$ cat config.mk
export PLATFORM = sky130hd
export DESIGN_NAME = present_dec_flat
export DESIGN_NICKNAME = d
export VERILOG_FILES = /design/src/rtl/present_dec_if.sv /design/src/rtl/present_dec.sv /design/src/flat_wrapper.sv
export SDC_FILE = /design/constraint.sdc
export NUM_CORES = 1
export LEC_CHECK = 0
export CAP_MARGIN = 20
export CORE_MARGIN = 4
export CORE_UTILIZATION = 35
export CTS_BUF_LIST = sky130_fd_sc_hd__clkbuf_8
export DETAILED_ROUTE_END_ITERATION = 8
export SYNTH_ARGS = -nofsm -noshare
export SYNTH_HDL_FRONTEND = slang
export SYNTH_SLANG_ARGS = --single-unit
$ cat constraint.sdc
create_clock -name clk -period 3.22 [get_ports clk]
set_input_delay 0.644 -clock clk [delete_from_list [all_inputs] [get_ports clk]]
set_output_delay 0.644 -clock clk [all_outputs]
set_load 0.02 [all_outputs]
$ cat src/rtl/present_dec_if.sv
// rtl/present_dec_if.sv - valid/ready bus bundle for the PRESENT-80 decryptor
//
// Groups the producer handshake (ivalid/iready/idat/ikey) and the consumer
// handshake (ovalid/oready/odat) of present_dec.
//   slave  : the decryptor side
//   master : the producer/consumer side driving ciphertext and taking plaintext
`timescale 1ns/1ps

interface present_dec_if;
    logic        ivalid;
    logic        iready;
    logic [63:0] idat;
    logic [79:0] ikey;
    logic        ovalid;
    logic        oready;
    logic [63:0] odat;

    modport slave (
        input  ivalid, idat, ikey, oready,
        output iready, ovalid, odat
    );

    modport master (
        output ivalid, idat, ikey, oready,
        input  iready, ovalid, odat
    );
endinterface

$ cat src/rtl/present_dec.sv
// rtl/present_dec.sv - iterative PRESENT-80 block decryptor, one block in flight
//
// Ports:
//   clk  : rising-edge clock
//   rst  : synchronous active-high reset
//   bus  : present_dec_if.slave
//          ivalid/iready/idat[63:0]/ikey[79:0] ciphertext + master key in
//          ovalid/oready/odat[63:0]            plaintext out
// Latency: transfer edge T -> ovalid from edge T+63.
`timescale 1ns/1ps

module present_dec (
    input  logic          clk,
    input  logic          rst,
    present_dec_if.slave  bus
);

    typedef enum logic [2:0] {IDLE, KEYX, DEC, FIN, DONE} state_t;

    state_t      state_q, state_d;
    logic [63:0] st_q, st_d;
    logic [79:0] kr_q, kr_d;
    logic [4:0]  rc_q, rc_d;
    logic [63:0] odat_q, odat_d;

    function automatic logic [3:0] sbox(input logic [3:0] x);
        case (x)
            4'h0: sbox = 4'hC; 4'h1: sbox = 4'h5; 4'h2: sbox = 4'h6; 4'h3: sbox = 4'hB;
            4'h4: sbox = 4'h9; 4'h5: sbox = 4'h0; 4'h6: sbox = 4'hA; 4'h7: sbox = 4'hD;
            4'h8: sbox = 4'h3; 4'h9: sbox = 4'hE; 4'hA: sbox = 4'hF; 4'hB: sbox = 4'h8;
            4'hC: sbox = 4'h4; 4'hD: sbox = 4'h7; 4'hE: sbox = 4'h1; default: sbox = 4'h2;
        endcase
    endfunction

    function automatic logic [3:0] inv_sbox(input logic [3:0] x);
        case (x)
            4'h0: inv_sbox = 4'h5; 4'h1: inv_sbox = 4'hE; 4'h2: inv_sbox = 4'hF; 4'h3: inv_sbox = 4'h8;
            4'h4: inv_sbox = 4'hC; 4'h5: inv_sbox = 4'h1; 4'h6: inv_sbox = 4'h2; 4'h7: inv_sbox = 4'hD;
            4'h8: inv_sbox = 4'hB; 4'h9: inv_sbox = 4'h4; 4'hA: inv_sbox = 4'h6; 4'hB: inv_sbox = 4'h3;
            4'hC: inv_sbox = 4'h0; 4'hD: inv_sbox = 4'h7; 4'hE: inv_sbox = 4'h9; default: inv_sbox = 4'hA;
        endcase
    endfunction

    // Output bit i takes input bit (16*i mod 63); bit 63 is a fixed point.
    function automatic logic [63:0] inv_perm(input logic [63:0] x);
        logic [63:0] y;
        logic [5:0]  src;
        y[63] = x[63];
        for (int i = 0; i < 63; i++) begin
            src  = 6'((16 * i) % 63);
            y[i] = x[src];
        end
        return y;
    endfunction

    function automatic logic [63:0] inv_sbox_layer(input logic [63:0] x);
        logic [63:0] y;
        for (int j = 0; j < 16; j++) begin
            y[4*j +: 4] = inv_sbox(x[4*j +: 4]);
        end
        return y;
    endfunction

    // Forward schedule step: K_{r} -> K_{r+1} using round index r.
    function automatic logic [79:0] key_fwd(input logic [79:0] x, input logic [4:0] r);
        logic [79:0] k;
        k          = {x[18:0], x[79:19]};
        k[79:76]   = sbox(k[79:76]);
        k[19:15]   = k[19:15] ^ r;
        return k;
    endfunction

    // Exact undo of key_fwd: K_{r+1} -> K_{r}.
    function automatic logic [79:0] key_inv(input logic [79:0] x, input logic [4:0] r);
        logic [79:0] k;
        k          = x;
        k[19:15]   = k[19:15] ^ r;
        k[79:76]   = inv_sbox(k[79:76]);
        return {k[60:0], k[79:61]};
    endfunction

    always_ff @(posedge clk) begin
        if (rst) begin
            state_q <= IDLE;
            st_q    <= '0;
            kr_q    <= '0;
            rc_q    <= '0;
            odat_q  <= '0;
        end else begin
            state_q <= state_d;
            st_q    <= st_d;
            kr_q    <= kr_d;
            rc_q    <= rc_d;
            odat_q  <= odat_d;
        end
    end

    always_comb begin
        state_d = state_q;
        st_d    = st_q;
        kr_d    = kr_q;
        rc_d    = rc_q;
        odat_d  = odat_q;
        case (state_q)
            IDLE: begin
                if (bus.ivalid) begin
                    st_d    = bus.idat;
                    kr_d    = bus.ikey;
                    rc_d    = 5'd1;
                    state_d = KEYX;
                end
            end
            KEYX: begin
                kr_d = key_fwd(kr_q, rc_q);
                // rc stays at 31 so DEC starts by undoing the last key step.
                if (rc_q == 5'd31) state_d = DEC;
                else               rc_d    = rc_q + 5'd1;
            end
            DEC: begin
                st_d = inv_sbox_layer(inv_perm(st_q ^ kr_q[79:16]));
                kr_d = key_inv(kr_q, rc_q);
                // rc is left at 1 on exit so it never reads 0 while busy.
                if (rc_q == 5'd1) state_d = FIN;
                else              rc_d    = rc_q - 5'd1;
            end
            FIN: begin
                odat_d  = st_q ^ kr_q[79:16];
                state_d = DONE;
            end
            DONE: begin
                if (bus.oready) state_d = IDLE;
            end
            default: state_d = IDLE;
        endcase
    end

    assign bus.iready = (state_q == IDLE);
    assign bus.ovalid = (state_q == DONE);
    assign bus.odat   = odat_q;

endmodule

$ cat src/flat_wrapper.sv
// flat-port wrapper written by rule: the top's interface ports become plain ports
module present_dec_flat 
  (clk, rst, bus_ivalid, bus_idat, bus_ikey, bus_oready, bus_iready, bus_ovalid, bus_odat);
  present_dec_if bus_i ();
  input  logic clk;
  input  logic rst;
  input wire logic [$bits(bus_i.ivalid)-1:0] bus_ivalid;
  input wire logic [$bits(bus_i.idat)-1:0] bus_idat;
  input wire logic [$bits(bus_i.ikey)-1:0] bus_ikey;
  input wire logic [$bits(bus_i.oready)-1:0] bus_oready;
  output wire logic [$bits(bus_i.iready)-1:0] bus_iready;
  output wire logic [$bits(bus_i.ovalid)-1:0] bus_ovalid;
  output wire logic [$bits(bus_i.odat)-1:0] bus_odat;
  assign bus_i.ivalid = bus_ivalid;
  assign bus_i.idat = bus_idat;
  assign bus_i.ikey = bus_ikey;
  assign bus_i.oready = bus_oready;
  assign bus_iready = bus_i.iready;
  assign bus_ovalid = bus_i.ovalid;
  assign bus_odat = bus_i.odat;
  present_dec u_core (.clk(clk), .rst(rst), .bus(bus_i));
endmodule
# Word level (Yosys, flattened, before mapping)
# Memories as Yosys holds them, arrays and structs flattened. A register that Yosys moved wholly into a read port is not among the register bits.
# Cells that the tools add are included.
# classes
add_sub_neg	2
eq_ne	12
muxes	17
n_bitwise	3
n_reduce_logical	7
# op_table
op	n
$pmux 80 s3	1
$pmux 64 s2	1
$mux 80	1
$mux 64	1
$xor 64x64->64	1
$mux 4	4
$mux 5	3
$pmux 3 s5	1
$pmux 5 s3	1
$mux 3	4
$xor 5x5->5	2
$ne 2x2->1 const B	4
$reduce_and 4->1	2
$eq 3x2->1 const B	2
$add 5x1->5 const B	1
$eq 5x1->1 const B	1
$eq 5x5->1 const B	1
$sub 5x1->5 const B	1
$ne 2x1->1 const B	2
$reduce_and 2->1	2
$eq 3x1->1 const B	1
$eq 3x3->1 const B	1
$logic_not 3->1	1
$reduce_bool 3->1	1
$reduce_bool 2->1	1
# totals
reg_bits	216
rom_bits	1152
output_inout_bits	66
elab_cells	64
memories	18
# mem_list
memory	words	word_bits	rd	rd_ports_with_merged_regs	write_ports	line_no	source
(name not given)	16	4	1	1	0	present_dec.sv:27	case (x)
(name not given)	16	4	1	0	0	present_dec.sv:36	case (x)
(name not given)	16	4	1	0	0	present_dec.sv:36	
(name not given)	16	4	1	0	0	present_dec.sv:36	
(name not given)	16	4	1	0	0	present_dec.sv:36	
(name not given)	16	4	1	0	0	present_dec.sv:36	
12 more memories	-	-	-	-	-	-	

# Logic depth before layout (Yosys ltp)
# depth
depth_word	5
depth_mapped	13
mapped_depth_nobuf	11

# Worst setup path after synthesis
# OpenSTA, ideal clock, no wires.
# synth_path
kind	register -> register
from	register u_core.state_q[0]
to	register (tool-made name)
t_arrival_ns	2.439
setup_slack_ns	0.694
path_stages_with_launch	12
synth_period_minus_slack_ns	2.526
path_cell_list	dfxtp_1 -> buf_6 -> nand2b_1 -> buf_2 -> a21oi_2 -> o22ai_1 -> o21ai_0 -> nor2b_1 -> inv_1 -> ha_1 -> mux2_4 -> a221oi_2
# synth_lines
item	line_no	source
start, declared	present_dec.sv:20	state_t state_q, state_d;
start signal, assigned	present_dec.sv:90	state_q <= state_d;

# Worst setup path in the final report
# layout_path
from	register u_core.state_q[2]
to	output bus_ovalid
# layout_via
elab_chain_cells	1
# layout_rtl
item	line_no	source
$eq 3x3->1	present_dec.sv:138	assign bus.ovalid = (state_q == DONE);
end, declared	flat_wrapper.sv:12	output wire logic [$bits(bus_i.ovalid)-1:0] bus_ovalid;
# No other way between the ends.

==> impl_metrics.ini <==
[status]
outcome = finished clean

[pwr]
p_per_area_nw_per_um2 = 496
p_leak_nw = 6.84
irDropWorstVdd_v = 0.000253

[critical_path]
rrSetupSlack_ns = 0.45
worst-setup-path-type = flip-flop to output port
crit_slowest_cell = dfxtp_2
crit_chain = nor3b_1 -> clkdlybuf4s50_1
r2r_start = u_core.state_q[1]
slowest_delay_ns = 0.73
crit_start = u_core.state_q[2]
crit_path_end_kind = output port
critPathCapture = bus_ovalid
arrival_ns = 2.39
critPathLaunchType = flip-flop
r2r_cells = 9
cp_max_fo = 26
cp.required_ns = 2.58
path_buf_inv = 1
cp.depth = 2
cp_top_family = flip-flops

[clock_tree]
cts_buffers = 43
cts_tree = built
postCtsHoldBufs = 0
post_cts_buffers = 0
cts_resized = 0
clkTransAtPathRegs_ns = 0.06
cts-root-buf = clkbuf_8
clk_path_buf_depth = 3
htree_levels = 2
clock_sinks = 224
clkLatencyLatePin_ns = 0.57

[drt]
dr.pass1.iters = 5
antenna_left = 0
routed_via_density = 5.55
drt-initial-drc-count = 1170
via_count = 13700
drcViolationCount = 0
avgRoutedWirePerCell_um = 21.3
drt_wl_total_um = 52700

[sta]
fin_ws_ns = 0.186
finalHoldViolCount = 0
finalSetupViolCount = 0
worst_slew_pin_slew_ns = 0.965
final.period_utilization_pct = 94.2
fmax_ghz = 0.330
relSlewSlack_pct = 35.2
tns_ns = 0
finClkSkew_ns = 0.0329
holdWs_ns = 0.468
drv_slew = 0
grt_setup_unrepaired = false
period_minus_slack_ns = 3.03

[logic_synthesis]
async_flop_share_pct = 0
netlist_instances = 1723
ys_top_cells_by_area = dfxtp_1, ha_1, nor2_1
yosysWarnings = 0
synth-seq-area-share_pct = 31.8
synth_flop_cell = dfxtp_1
ys_types = 71
netlist.top_cell.by_area = dfxtp_1
synth_fp_nets = 1982
synth_top_area_share_pct = 31.8
ys_seq_elements = 224
synth_area_um2 = 14100
synth-edff-count = 0
synth.avg_cell_area_um2 = 8.19

[layout]
final_cell_mix = nor2_1, dfxtp_1, clkdlybuf4s50_1
diodes = 0
final_area_um2 = 17700
seqCellArea_um2 = 4490
syn_to_final_growth_pct = 25.7
multi_input_area_um2 = 8820
layout-drive-gt1-share_pct = 9.26
fin_util_pct = 44.6
final.fill_count = 4025
final_common_cell = nor2_1
nNetsFinal = 2173

[floorplan]
rows = 73
ioPinCount = 214
core_area_um2 = 39800
die_w_um = 209
dieArea_um2 = 43600
start_util_pct = 35.4
die-height_um = 209

[global_routing]
antenna_found_initial = 1
grt_overflow = 0
gr-usage-all-layers_pct = 23.1
grt_pass1_vias = 13200
grt_max_degree = 80
grt_pass1_wl_um = 79400

[place]
io_buffers = 213
preCtsSetupSlack_ns = 0.126
gp_congestion = 0.927
dpl.hpwl_um = 39100
placed_area_um2 = 16900

[hold_path]
hp-class = flip-flop to flip-flop

[job]
drv_cap = 0
tightest hold or removal path, stage by stage (launching register included):
cell and delay (ns):
dfxtp_1 0.32, nand2_1 0.05, a21oi_1 0.05
cell families (layout without fill, tap and decap cells):
kind of cell	count (synthesis)	count (layout)	synth area share [%]
simple gates	526	526	15.4
compound gates	523	523	25.8
flops	224	224	31.8
buf+inv	199	420	5.95
fa+ha+maj	111	111	9.84
xor+xnor	98	98	6.08
mux	42	42	5.08
sequential cells by signal (all words and copies together), names as in the netlist, named ones only:
name and count:
u_core.kr_q 80, u_core.bus.odat 64, u_core.st_q 64, u_core.rc_q 5, u_core.state_q 3
how the worst min path moves through the flow:
| stage | start | end | depth (start not counted) |
|---|---|---|---|
| after floorplan | u_core.st_q[57] | u_core.st_q[57] | 2 |
| after global placement | u_core.st_q[29] | u_core.st_q[29] | 2 |
| after detailed placement | u_core.st_q[21] | u_core.st_q[21] | 2 |
| after CTS | u_core.st_q[21] | u_core.st_q[21] | 2 |
| after global routing | u_core.st_q[29] | u_core.st_q[29] | 2 |
| final | u_core.st_q[21] | u_core.st_q[21] | 2 |
synth_stat cells (all sizes together), types with 2 or more instances:
cell,n
or3,3
a221oi,2
a22oi,2
o21ai,29
clkbuf,71
o22a,40
xnor2,66
nor2b,10
a311o,4
nand2b,3
inv,71
mux2,4
mux4,22
a21oi,184
xor2,32
nand3,2
a211o,9
a2bb2oi,4
and2,3
o211ai,44
a222oi,6
nor3b,5
o221ai,43
a31oi,10
ha,111
dfxtp,224
o31a,5
or2,5
o31ai,7
a311oi,10
o311ai,7
nor2,280
mux2i,16
nor3,59
o22ai,3
a211oi,107
buf,57
nand2,152
metal layers:
metal / share of wire, % / track usage (%) / up-vias / wire length [µm]
met4: 2.7 / 6.55 / 2 / 1440
met2: 43 / 35.1 / 581 / 22600
met5: 0.030 / 0 / - / 16
met3: 7.9 / 4.44 / 86 / 4190
met1: 46 / 33.4 / 6502 / 24500
li1: - / - / 6540 / -
where the power goes:
part	internal, mW	switching, mW
combinational	1.19	1.47
clock	1.62	1.26
sequential	2.96	0.294
total	5.78	3.02
final cells by class:
cell class                 instances  share of cell area, %
clock buffer                      56                   4.34
clock inverter                    19                  0.578
inverter                          71                   1.50
multi-input combinational       1300                   49.7
sequential                       224                   25.3
tap                              525                   3.70
timing repair buffer             274                   14.9
stage by stage:
step	instances	total power [mW]
6_report	2469	8.80
2_1_floorplan	1723	5.00
5_1_grt	2469	9.26
3_3_place_gp	2394	5.87
3_5_place_dp	2394	5.92
4_1_cts	2469	8.81
No activity file was read; power rests on OpenSTA's default activity.
